==> src/rtl/note_sequencer.sv <==
// note_sequencer: autoplays a loadable {note, beats} song table into the period lookup,
// with note gaps, pause/loop control and live-keypad override.
module note_sequencer #(
  parameter int BEAT_CYCLES = 10_000_000,
  parameter int GAP_CYCLES  = 400_000,
  parameter int ADDR_W      = 5,
  parameter int DUR_W       = 28
) (
  input  logic              clk,
  input  logic              rst_n,
  input  logic              start,
  input  logic              stop,
  input  logic              pause,
  input  logic              loop,
  input  logic              key_valid,
  input  logic [3:0]        key_note,
  input  logic              wr_en,
  input  logic [ADDR_W-1:0] wr_addr,
  input  logic [7:0]        wr_data,
  output logic [3:0]        note_code,
  output logic              busy,
  output logic              paused,
  output logic              key_active,
  output logic [ADDR_W-1:0] step_idx,
  output logic              song_done
);
  typedef enum logic [2:0] {IDLE, FETCH, NOTE, GAP, PAUSED} state_t;
  localparam logic [DUR_W-1:0] BEAT_W = DUR_W'(BEAT_CYCLES);
  localparam logic [DUR_W-1:0] GAP_W  = DUR_W'(GAP_CYCLES);
  state_t r_state, r_saved, w_state, w_saved;
  logic [DUR_W-1:0]  r_cnt, w_cnt;
  logic [ADDR_W-1:0] r_idx, w_idx;
  logic [3:0]        r_code, w_code, w_auto;
  logic [7:0]        r_mem [2**ADDR_W];
  logic [7:0]        r_rd;
  logic              w_adv, w_end, w_done;
  assign step_idx = r_idx;
  always_comb begin
    w_state = r_state;
    w_saved = r_saved;
    w_cnt   = r_cnt;
    w_idx   = r_idx;
    w_code  = r_code;
    w_adv   = 1'b0;
    w_end   = 1'b0;
    w_done  = 1'b0;
    case (r_state)
      FETCH: begin
        if (r_rd[3:0] == 4'd0) w_end = 1'b1;
        else begin
          w_code  = r_rd[7:4];
          w_cnt   = DUR_W'(r_rd[3:0]) * BEAT_W - GAP_W;
          w_state = NOTE;
        end
      end
      NOTE: begin
        w_cnt = r_cnt - 1'b1;
        if (r_cnt == DUR_W'(1)) begin
          if (GAP_CYCLES == 0) w_adv = 1'b1;
          else begin
            w_state = GAP;
            w_cnt   = GAP_W;
          end
        end
      end
      GAP: begin
        w_cnt = r_cnt - 1'b1;
        if (r_cnt == DUR_W'(1)) w_adv = 1'b1;
      end
      PAUSED: if (pause) w_state = r_saved;
      default: ;
    endcase
    // running off the last table slot ends the song just like a zero-beat marker
    if (w_adv) begin
      if (r_idx == '1) w_end = 1'b1;
      else begin
        w_idx   = r_idx + 1'b1;
        w_state = FETCH;
      end
    end
    if (w_end) begin
      w_done  = 1'b1;
      w_idx   = loop ? '0 : r_idx;
      w_state = loop ? FETCH : IDLE;
    end
    // a pause only lands while the step keeps playing; the final cycle of a step ignores it
    if (pause && (r_state == NOTE || r_state == GAP) && (w_state == NOTE || w_state == GAP)) begin
      w_saved = w_state;
      w_state = PAUSED;
    end
    if (start) begin
      w_state = FETCH;
      w_idx   = '0;
      w_done  = 1'b0;
    end
    if (stop) begin
      w_state = IDLE;
      w_idx   = '0;
      w_done  = 1'b0;
    end
    w_auto = (w_state == NOTE) ? w_code : 4'd0;
  end
  always_ff @(posedge clk) begin
    if (wr_en && r_state == IDLE) r_mem[wr_addr] <= wr_data;
    r_rd <= r_mem[w_idx];
  end
  always_ff @(posedge clk or negedge rst_n) begin
    if (!rst_n) begin
      r_state    <= IDLE;
      r_saved    <= NOTE;
      r_cnt      <= '0;
      r_idx      <= '0;
      r_code     <= '0;
      note_code  <= '0;
      busy       <= 1'b0;
      paused     <= 1'b0;
      key_active <= 1'b0;
      song_done  <= 1'b0;
    end else begin
      r_state    <= w_state;
      r_saved    <= w_saved;
      r_cnt      <= w_cnt;
      r_idx      <= w_idx;
      r_code     <= w_code;
      note_code  <= key_valid ? key_note : w_auto;
      busy       <= w_state != IDLE;
      paused     <= w_state == PAUSED;
      key_active <= key_valid;
      song_done  <= w_done;
    end
  end
endmodule

==> config.mk <==
export PLATFORM = sky130hd
export DESIGN_NAME = note_sequencer
export DESIGN_NICKNAME = d
export VERILOG_FILES = /design/src/rtl/note_sequencer.sv
export SDC_FILE = /design/constraint.sdc
export NUM_CORES = 1
export LEC_CHECK = 0
export CORE_MARGIN = 5
export CORE_UTILIZATION = 35
export CTS_CLUSTER_DIAMETER = 200
export DETAILED_ROUTE_END_ITERATION = 10
export PLACE_DENSITY = 0.48
export SLEW_MARGIN = 0
export SYNTH_ARGS = -nofsm -noshare
export SYNTH_HDL_FRONTEND = slang
export SYNTH_SLANG_ARGS = --single-unit
export TNS_END_PERCENT = 20
==> constraint.sdc <==
create_clock -name clk -period 5.3 [get_ports clk]
set_input_delay 0.795 -clock clk [delete_from_list [all_inputs] [get_ports clk]]
set_output_delay 0.795 -clock clk [all_outputs]
set_load 0.005 [all_outputs]
After elaboration in Yosys (flattened, before gate mapping)
Memories as Yosys holds them, arrays and structs flattened. A register that Yosys moved wholly into a read port is not among the register bits.
Index checks and enable logic that the tools add are counted.
{"block": "totals", "regBits": 51, "mem_bits_rw": 256, "in_bits": 25, "output_inout_bits": 13, "wordCells": 71, "n_memories": 1}
{"name": "r_mem", "words": 32, "word_bits": 8, "read_ports": 1, "rd_ports_with_merged_regs": 1, "write_ports": 1, "line_no": "34", "source": "logic [7:0] r_mem [2**ADDR_W];"}
{"block": "op_classes", "addsub": 3, "mul": 1, "n_eq_ne": 11, "mux": 35, "reduce_logical": 10}
{"operator": "28-bit case mux with 3 select lines", "n": 1}
{"operator": "28-bit two-way mux", "n": 2}
{"operator": "5-bit two-way mux", "n": 6}
{"operator": "28-bit by 1-bit == test with 1-bit output, second input constant", "n": 1}
{"operator": "28-bit by 1-bit subtractor with 28-bit output, second input constant", "n": 1}
{"operator": "28-bit by 19-bit subtractor with 28-bit output, second input constant", "n": 1}
{"operator": "3-bit two-way mux", "n": 9}
{"operator": "4-bit by 17-bit multiplier with 21-bit output, second input constant", "n": 1}
{"operator": "4-bit two-way mux", "n": 4}
{"operator": "3-bit by 2-bit == test with 1-bit output, second input constant", "n": 5}
{"operator": "1-bit two-way mux", "n": 12}
{"operator": "3-bit case mux with 3 select lines", "n": 1}
{"operator": "3-bit == test, second input constant", "n": 2}
{"operator": "3-bit nonzero test", "n": 2}
{"operator": "5-bit by 1-bit adder with 5-bit output, second input constant", "n": 1}
{"operator": "5-bit == test, second input constant", "n": 1}
{"operator": "4-bit zero test", "n": 1}
{"operator": "3-bit by 1-bit == test with 1-bit output, second input constant", "n": 1}
{"operator": "1-bit logical AND", "n": 3}
{"operator": "3-bit zero test", "n": 1}
{"operator": "1-bit logical OR", "n": 2}
{"operator": "2-bit != test, second input constant", "n": 1}
{"operator": "2-bit AND reduction", "n": 1}

Longest topological paths before layout
Gate-level depths: netlist (run 1).
{"block": "depth", "word_depth": 15, "depth_mapped": 15, "ltp_nobuf": 14}

Worst setup path before layout (run 1)
OpenSTA, ideal clock, no wires.
{"block": "synth_timing", "path_kind": "register -> register", "from": "reg r_rd[2] (read register of r_mem)", "to": "reg r_cnt[26]", "setup_ns": 0.138, "t_arrival_ns": 3.901, "required_ns": 5.162, "path_slack_ns": 1.261, "path_stages_with_launch": 15, "path_buffers": 1, "synth_period_minus_slack_ns": 4.039, "cell_sequence": "dfxtp_1 -> clkbuf_1 -> inv_1 -> ha_1 -> fa_1 -> ha_1 -> o21ai_0 -> o21ai_0 -> a311oi_1 -> nor4b_1 -> and2_1 -> o311ai_1 -> nor4_1 -> xnor2_1 -> o22ai_1"}
{"block": "synth_via", "elab_chain_len": 4, "elab_cells_between_ends": 7, "classes_between": "add/sub (1); mul (1); eq/ne (1); mux (2); reduce/logical (2)"}
{"element": "from (decl)", "line_no": "35", "source": "logic [7:0] r_rd;"}
{"element": "4-bit by 17-bit multiplier with 21-bit output", "line_no": "52", "source": "w_cnt = DUR_W'(r_rd[3:0]) * BEAT_W - GAP_W;"}
{"element": "28-bit by 19-bit subtractor with 28-bit output", "line_no": "52"}
{"element": "28-bit two-way mux", "line_no": "49", "source": "if (r_rd[3:0] == 4'd0) w_end = 1'b1;"}
{"element": "28-bit case mux with 3 select lines", "line_no": "47", "source": "case (r_state)"}
{"element": "to (signal assigned)", "line_no": "122", "source": "r_cnt <= w_cnt;"}
{"element": "to (decl)", "line_no": "31", "source": "logic [DUR_W-1:0] r_cnt, w_cnt;"}
Several ways; a longest one is shown, not always the timed one. The select of a mux whose other input is x is not followed.
A chain may end at the register's enable or synchronous reset.

Final worst setup path (run 1)
Same ends and word-level chain as after synthesis.

==> results.txt, run 1 <==
The run finished with clean final reports. Main flop type after synthesis: sky130_fd_sc_hd__edfxtp_1. Area of the die: 45,700 um2. At the pin with the least slew margin, the transition time is 1.19 ns.

Yosys mapped a number of flops with a built-in enable equal to 256. Tracing the worst setup path back leads to its startpoint at r_rd[2]. The placement-stage worst setup slack was 0.742 ns; the chip width was 214 um. Headroom to the max-slew limit came out at 20.3%. The iteration count of the initial detailed-routing pass was 5; the core utilization of the finished layout was 40.9%. Final hold violation count: 0. The share of the synthesized area in the top cell type works out to 52.9%. Detailed placement ended at an HPWL of 25,800 um. The count of placed standard cells in the final layout, fillers left out is 1,801, and the average cell area after synthesis is 12.1 um2.

Buffers added to address setup during post-CTS repair amount to 0. The initial antenna violation count came out at 0. The logs give 80 for the number of distinct library cell variants in the gate-level netlist after synthesis and 0 for the number of cells upsized or downsized after cts. For the row count, the log shows 74. The total overflow left after global routing is 0. Entering global routing, the biggest net connects 73 pins.

The number of I/O pins came out at 38. The placed cell count is 1,734. After filler insertion, the fill cell instance count of the layout stands at 3,885.

The core region is 40,900 um2. Period utilization: 85.7%. The tools report the endpoint of the lowest-slack register-to-register path as r_cnt[26]. The count of port buffers added during placement works out to 37.

The tools report the source of the worst register-to-register timing path as r_rd[2]. For the final database, setup skew stands at 0.0215 ns. After synthesis the netlist holds a flip-flop and latch count of 315. For this run, the register share of the synthesized area comes to 62.8%.

In the routed design, unresolved DRC markers number 0. In this run, the number of DRC markers left after iteration 0 of detailed routing was 848. The number of nets still failing antenna checks after routing was 0; the count of pins over their slew limit was 0. The smallest clock period supported by the final layout is computed as 4.54 ns.

The tightest min-delay check is of the primary input to async pin type. After detailed routing, the average wire length per cell comes to 21.8 um. Summing internal, switching and leakage power gives 5.62 mW. Data required time at the worst endpoint: 5.68 ns.

The worst setup path is launched from a register. The synthesized net count came out at 1,257. For this design, the CTS-stage hold fixing added 0 buffers. In this run the cell area of the synthesized design comes to 14,500 um2.

The ratio of routed vias to standard cells was 5.44; the static leakage was 5.97 nW. The category of the worst setup path capture point is a register. The setup TNS after final layout was 0 ns; the clock-pin slew on the worst setup and hold paths was 0.05 ns. The insertion delay to the later sink of the worst-skew pair was 0.55 ns; the wire length reported by the detailed router was 39,300 um.

Largest fanout of any net on the critical path: 12. The synthesized design spends more area on one cell type than any other, namely sky130_fd_sc_hd__edfxtp_1. The worst setup path is of the register to register kind. TritonCTS built the clock tree. The combined global-route utilization of all metal layers is 17.1%, and the global-route wire length before repair is 59,500 um.

After synthesis, the share of flip-flops with an asynchronous set or reset is 16.2%. TritonCTS created 37 clock buffers. Power spread over the standard cell area amounts to 336 nW/um2. For this run, the post-layout net count is 1,299.

The signal arrival time at the worst endpoint was 4.93 ns. Clock tree synthesis found a total of 315 sinks. Static timing analysis puts the maximum clock frequency at 220 MHz.

From bottom edge to top edge, the die measures 214 um. Yosys printed 0 warnings. The final count of negative-setup-slack endpoints was 0. The post-route netlist has 8.91% of its cells at a drive strength greater than 1. Compared with the post-synthesis result, the final layout area differs by 15.0%. Counting cells, the worst reg-to-reg path comes to 13. The number of buffers on the longest clock path came out at 3. Largest vdd supply drop: 263 uV. The tools report the root buffer selected by CTS as sky130_fd_sc_hd__clkbuf_16.

The tools report the number of global-route vias before repair as 9,456. For the final estimated routing congestion in global placement, the log shows 0.829. The logs give 35.5% for the initial cell density of the core and 1,199 for the cell count after synthesis. In the post-synthesis netlist, the biggest area contributors are sky130_fd_sc_hd__edfxtp_1, sky130_fd_sc_hd__dfrtp_1, sky130_fd_sc_hd__nand2_1, sky130_fd_sc_hd__ha_1, sky130_fd_sc_hd__nand3_1. Setup repair after global routing left no endpoint under its margin. The setup check on the worst reg-to-reg path leaves a slack of 0.76 ns. The tools report the max-capacitance violation count as 0. The number of H-tree levels was 2. The least setup slack across all paths after layout was 0.756 ns. Detailed routing inserted a total of 9,798 vias.
[cell type report]
type / instances / area [um2] / share of cell area [%]
clock buffers: 47 / 985 / 5.89
flip-flops and latches: 315 / 9130 / 54.6
diodes: 1 / 2.50 / 0.0150
inverters: 31 / 116 / 0.696
well taps: 532 / 666 / 3.98
repair buffers: 61 / 578 / 3.46
clock inverters: 19 / 211 / 1.26
multi-input cells: 795 / 5040 / 30.1
[state kept, by name, indices dropped and copies added, names as in the netlist]
| register | count |
|---|---|
| busy | 1 |
| key_active | 1 |
| note_code | 4 |
| paused | 1 |
| r_cnt | 28 |
| r_code | 4 |
| r_mem | 256 |
| r_rd | 8 |
| r_saved | 3 |
| r_state | 3 |
| song_done | 1 |
| step_idx | 5 |
[worst max path at each step]
stage	to	slack, ns	cells after the start
detailed placement	r_cnt[26]	0.74	13
global route	r_cnt[26]	0.39	13
floorplan	r_cnt[26]	1.26	14
global placement	r_cnt[26]	0.87	13
finish	r_cnt[26]	0.76	13
CTS	r_cnt[26]	0.76	13
[routing by layer]
metal  vias up  wire [um]  global-route usage (%)
met5         -          0                       0
met4         0        882                    4.85
met3        54       2140                    2.82
met2       257      17900                    26.4
met1      4840      18400                    25.2
li1       4647          -                       -
[cells by family after synthesis]
logic type	share of synthesized area (%)
simple gates	15.1
xor+xnor	1.75
mux	2.60
buf+inv	2.72
flops	62.8
compound gates	12.1
fa+ha+maj	2.94
[stage by stage]
stage	hold slack, ns	cell area [um2]
2_1_floorplan	0.426	14500
3_3_place_gp	0.478	15500
3_5_place_dp	0.496	15500
4_1_cts	0.390	16700
5_1_grt	0.435	16700
6_report	0.384	16700
[synthesized netlist by cell type, drive strengths merged (13+ instances only)]
library cell  instances
a211oi               36
a21oi                34
a221oi               28
a31oi                20
and2                 25
buf                  32
clkbuf               26
dfrtp                50
edfxtp              256
ha                   31
inv                  31
mux2i                31
nand2               142
nand3                74
nand4                13
nor2                 89
nor3                 33
o21ai                57
xnor2                17
[critical path: stages, from the launching register on]
cell and delay (ns):
sky130_fd_sc_hd__dfxtp_1 0.59, sky130_fd_sc_hd__inv_1 0.22, sky130_fd_sc_hd__ha_1 0.38, sky130_fd_sc_hd__fa_1 0.47
sky130_fd_sc_hd__ha_1 0.36, sky130_fd_sc_hd__o21ai_0 0.31, sky130_fd_sc_hd__o21ai_0 0.13, sky130_fd_sc_hd__a311oi_1 0.54
sky130_fd_sc_hd__nor4b_1 0.36, sky130_fd_sc_hd__and2_1 0.25, sky130_fd_sc_hd__o311ai_1 0.18, sky130_fd_sc_hd__nor4_1 0.34
sky130_fd_sc_hd__xnor2_1 0.16, sky130_fd_sc_hd__o22ai_1 0.09
[report_power, final]
| part | switching, mW | internal [mW] | total (mW) |
|---|---|---|---|
| logic | 0.200 | 0.105 | 0.305 |
| registers | 0.0548 | 2.74 | 2.80 |
| clock network | 1.00 | 1.52 | 2.52 |
| total | 1.26 | 4.36 | 5.62 |
[layout by cell type, fill, tap and decap left out, drive strengths merged, types with 14 or more instances in the layout]
master         count
o21ai             57
mux2i             31
buf               26
nand3             74
a211oi            36
clkinv            14
nor2              89
dfrtp             50
nor3              33
xnor2             17
and2              25
edfxtp           256
nand2            142
a31oi             20
clkbuf            47
inv               32
clkdlybuf4s50     35
a21oi             34
a221oi            28
ha                31
Power figures use the tool's default switching activity.
==> inputs of run 2 (changes only) <==
--- a/config.mk
+++ b/config.mk
@@ -9,7 +9,6 @@
 export CORE_UTILIZATION = 35
 export CTS_CLUSTER_DIAMETER = 200
 export DETAILED_ROUTE_END_ITERATION = 10
-export PLACE_DENSITY = 0.48
 export SLEW_MARGIN = 0
 export SYNTH_ARGS = -nofsm -noshare
 export SYNTH_HDL_FRONTEND = slang
==> results.txt, run 2 (synthesis gave the netlist of run 1 again) <==
The region available for standard cell placement spans 40,900 um2. The routed design could run at a clock period as short as 4.62 ns. The run finished with clean final reports. The tools report the number of global-route vias before repair as 9,475. The tools report the maximum operating frequency as 217 MHz. Residual DRC count: 0. Total power divided by cell area: 331 nW/um2. The logs give 2 for the number of H-tree levels and 57,000 um for the global-route wire length before repair.

The die covers 45,700 um2. TritonCTS built the clock tree. The tools report the area of combinational cells with multiple inputs as 5040 um2. The worst hold path belongs to the class primary input to async pin. The largest registers in the layout are r_mem (256), r_cnt (28), r_rd (8). The sink count of the clock tree was 315. For the worst-skew pair, the clock arrives at the later sink with an insertion delay of 0.53 ns. The tools report the root buffer selected by CTS as sky130_fd_sc_hd__clkbuf_16. The initial antenna violation count was 0. Buffers inserted to repair hold after CTS numbered 0. The run gives 0 as the count of pins over their slew limit.

The routed layout has 10,033 vias. In this run, the number of DRC markers left after iteration 0 of detailed routing was 938. The logs give 0 for the max-capacitance violation count and 16.3% for the worst-case headroom to the max-slew limit. At the pin with the least slew margin, the transition time is 1.25 ns. The buffers inserted during post-CTS setup optimization was 0. The net count of the finished layout was 1,293; the area added between synthesis and finish was 14.3%. The number of nets still failing antenna checks after routing was 0; the count of port buffers added during placement was 37. In this run the count of I/O pins placed on the die edge is 38. In the layout the commonest cells are sky130_fd_sc_hd__edfxtp_1, sky130_fd_sc_hd__nand2_1, sky130_fd_sc_hd__nor2_1, sky130_fd_sc_hd__nand3_1, sky130_fd_sc_hd__dfrtp_1. The final hold violation count came out at 0. Setup repair after global routing left no endpoint under its margin. The initial cell density of the core was 35.5%; the final count of negative-setup-slack endpoints was 0.

Final estimated routing congestion in global placement: 0.854. Cells with a size suffix above 1 make up 9.03% of the layout. The placed wire-length estimate after detailed placement was 24,100 um. The type of element launching the critical path is a register. The register name with the most flops was r_mem. At the worst endpoint, the arrival time is 4.99 ns.

The design draws 5.50 mW. The worst setup path startpoint is r_rd[2]. The tools report the wire length reported by the detailed router as 37,400 um.

IR analysis of the VDD net gives a maximum drop of 254 uV. Fill cell instance count of the final layout: 3,871. The data required time at the worst endpoint was 5.67 ns; the number of buffers on the longest clock path was 3.

Routed length per instance: 20.8 um. The period utilization came out at 87.1%. Die height: 214 um. Adding up every negative setup slack in the final design gives 0 ns. Entering global routing, the biggest net connects 99 pins. The setup clock skew after layout was 0.0155 ns. Leaving out fill and tap cells, the most frequent cell in the layout is sky130_fd_sc_hd__edfxtp_1. The run gives 5 as the iteration count of the initial detailed-routing pass.

The run gives 74 as the row count. Category of the worst setup path capture point: a register. For this run the aggregate overflow at the end of global routing stands at 0. Across the whole layout, storage elements account for 9130 um2. In this run, CTS created clock tree buffers numbering 35.

The flip-flop count of the largest register, all copies and words added is 256, and the combined global-route utilization of all metal layers is 16.0%. Dividing the detail-routed via count by the number of cells gives 5.59. The source of the worst register-to-register timing path was r_rd[2]. The repair_antennas step left the layout with diodes totalling 0. In this run the static leakage power is 5.93 nW.

The chip width was 214 um. The tools report the reg2reg setup slack as 0.68 ns. The category of the critical setup timing path was register to register.

The largest fanout of any net on the critical path works out to 12. The number of cells upsized or downsized after cts is 0, and the clock-pin slew on the worst setup and hold paths is 0.06 ns.
[run 2: where the power goes]
part / internal, mW / total [mW] / switching (mW)
registers: 2.74 / 2.80 / 0.0536
clock network: 1.40 / 2.41 / 1.01
logic: 0.105 / 0.302 / 0.197
total: 4.25 / 5.50 / 1.26
[run 2: per-stage QoR]
stage	util (%)	hold slack, ns	std cells	worst slack [ns]	area, um2
3_3_place_gp	37.8	0.465	1730	0.823	15500
5_1_grt	40.6	0.449	1794	0.360	16600
3_5_place_dp	37.8	0.476	1730	0.705	15500
4_1_cts	40.6	0.416	1794	0.703	16600
6_report	40.6	0.394	1794	0.683	16600
2_1_floorplan	-	0.426	1199	1.26	14500
[run 2: final cells by class]
class / count / share of cell area [%]
inverters: 31 / 0.700
well taps: 532 / 4.00
flip-flops and latches: 315 / 54.9
clock inverters: 20 / 1.09
clock buffers: 44 / 5.77
repair buffers: 57 / 3.25
multi-input cells: 795 / 30.3
[run 2: routing by layer]
| layer | track usage, % | up-vias | share of wire (%) | wire length (um) |
|---|---|---|---|---|
| li1 | - | 4629 | - | - |
| met1 | 23.4 | 5005 | 45 | 16800 |
| met2 | 25.1 | 355 | 46 | 17300 |
| met3 | 2.72 | 44 | 7.2 | 2680 |
| met4 | 3.71 | 0 | 1.6 | 613 |
| met5 | 0 | - | 0 | 0 |
[run 2: critical path: stages (launching register included)]
cell and delay (ns):
sky130_fd_sc_hd__dfxtp_1 0.63, sky130_fd_sc_hd__inv_1 0.24, sky130_fd_sc_hd__ha_1 0.39, sky130_fd_sc_hd__fa_1 0.46, sky130_fd_sc_hd__ha_1 0.35, sky130_fd_sc_hd__o21ai_0 0.32, sky130_fd_sc_hd__o21ai_0 0.12, sky130_fd_sc_hd__a311oi_1 0.55
sky130_fd_sc_hd__nor4b_1 0.34, sky130_fd_sc_hd__and2_1 0.25, sky130_fd_sc_hd__o311ai_1 0.18, sky130_fd_sc_hd__nor4_1 0.35, sky130_fd_sc_hd__xnor2_1 0.17, sky130_fd_sc_hd__o22ai_1 0.10
[run 2: path summary, 6_finish.rpt]
| path | end | cells after the start |
|---|---|---|
| max | r_cnt[26] | 13 |
| max in group asynchronous | r_cnt[23] | 2 |
| min reg2reg | r_code[3] | 2 |
| min | r_saved[2] | 2 |
| min in group clk | r_code[3] | 2 |
| max reg2reg | r_cnt[26] | 13 |
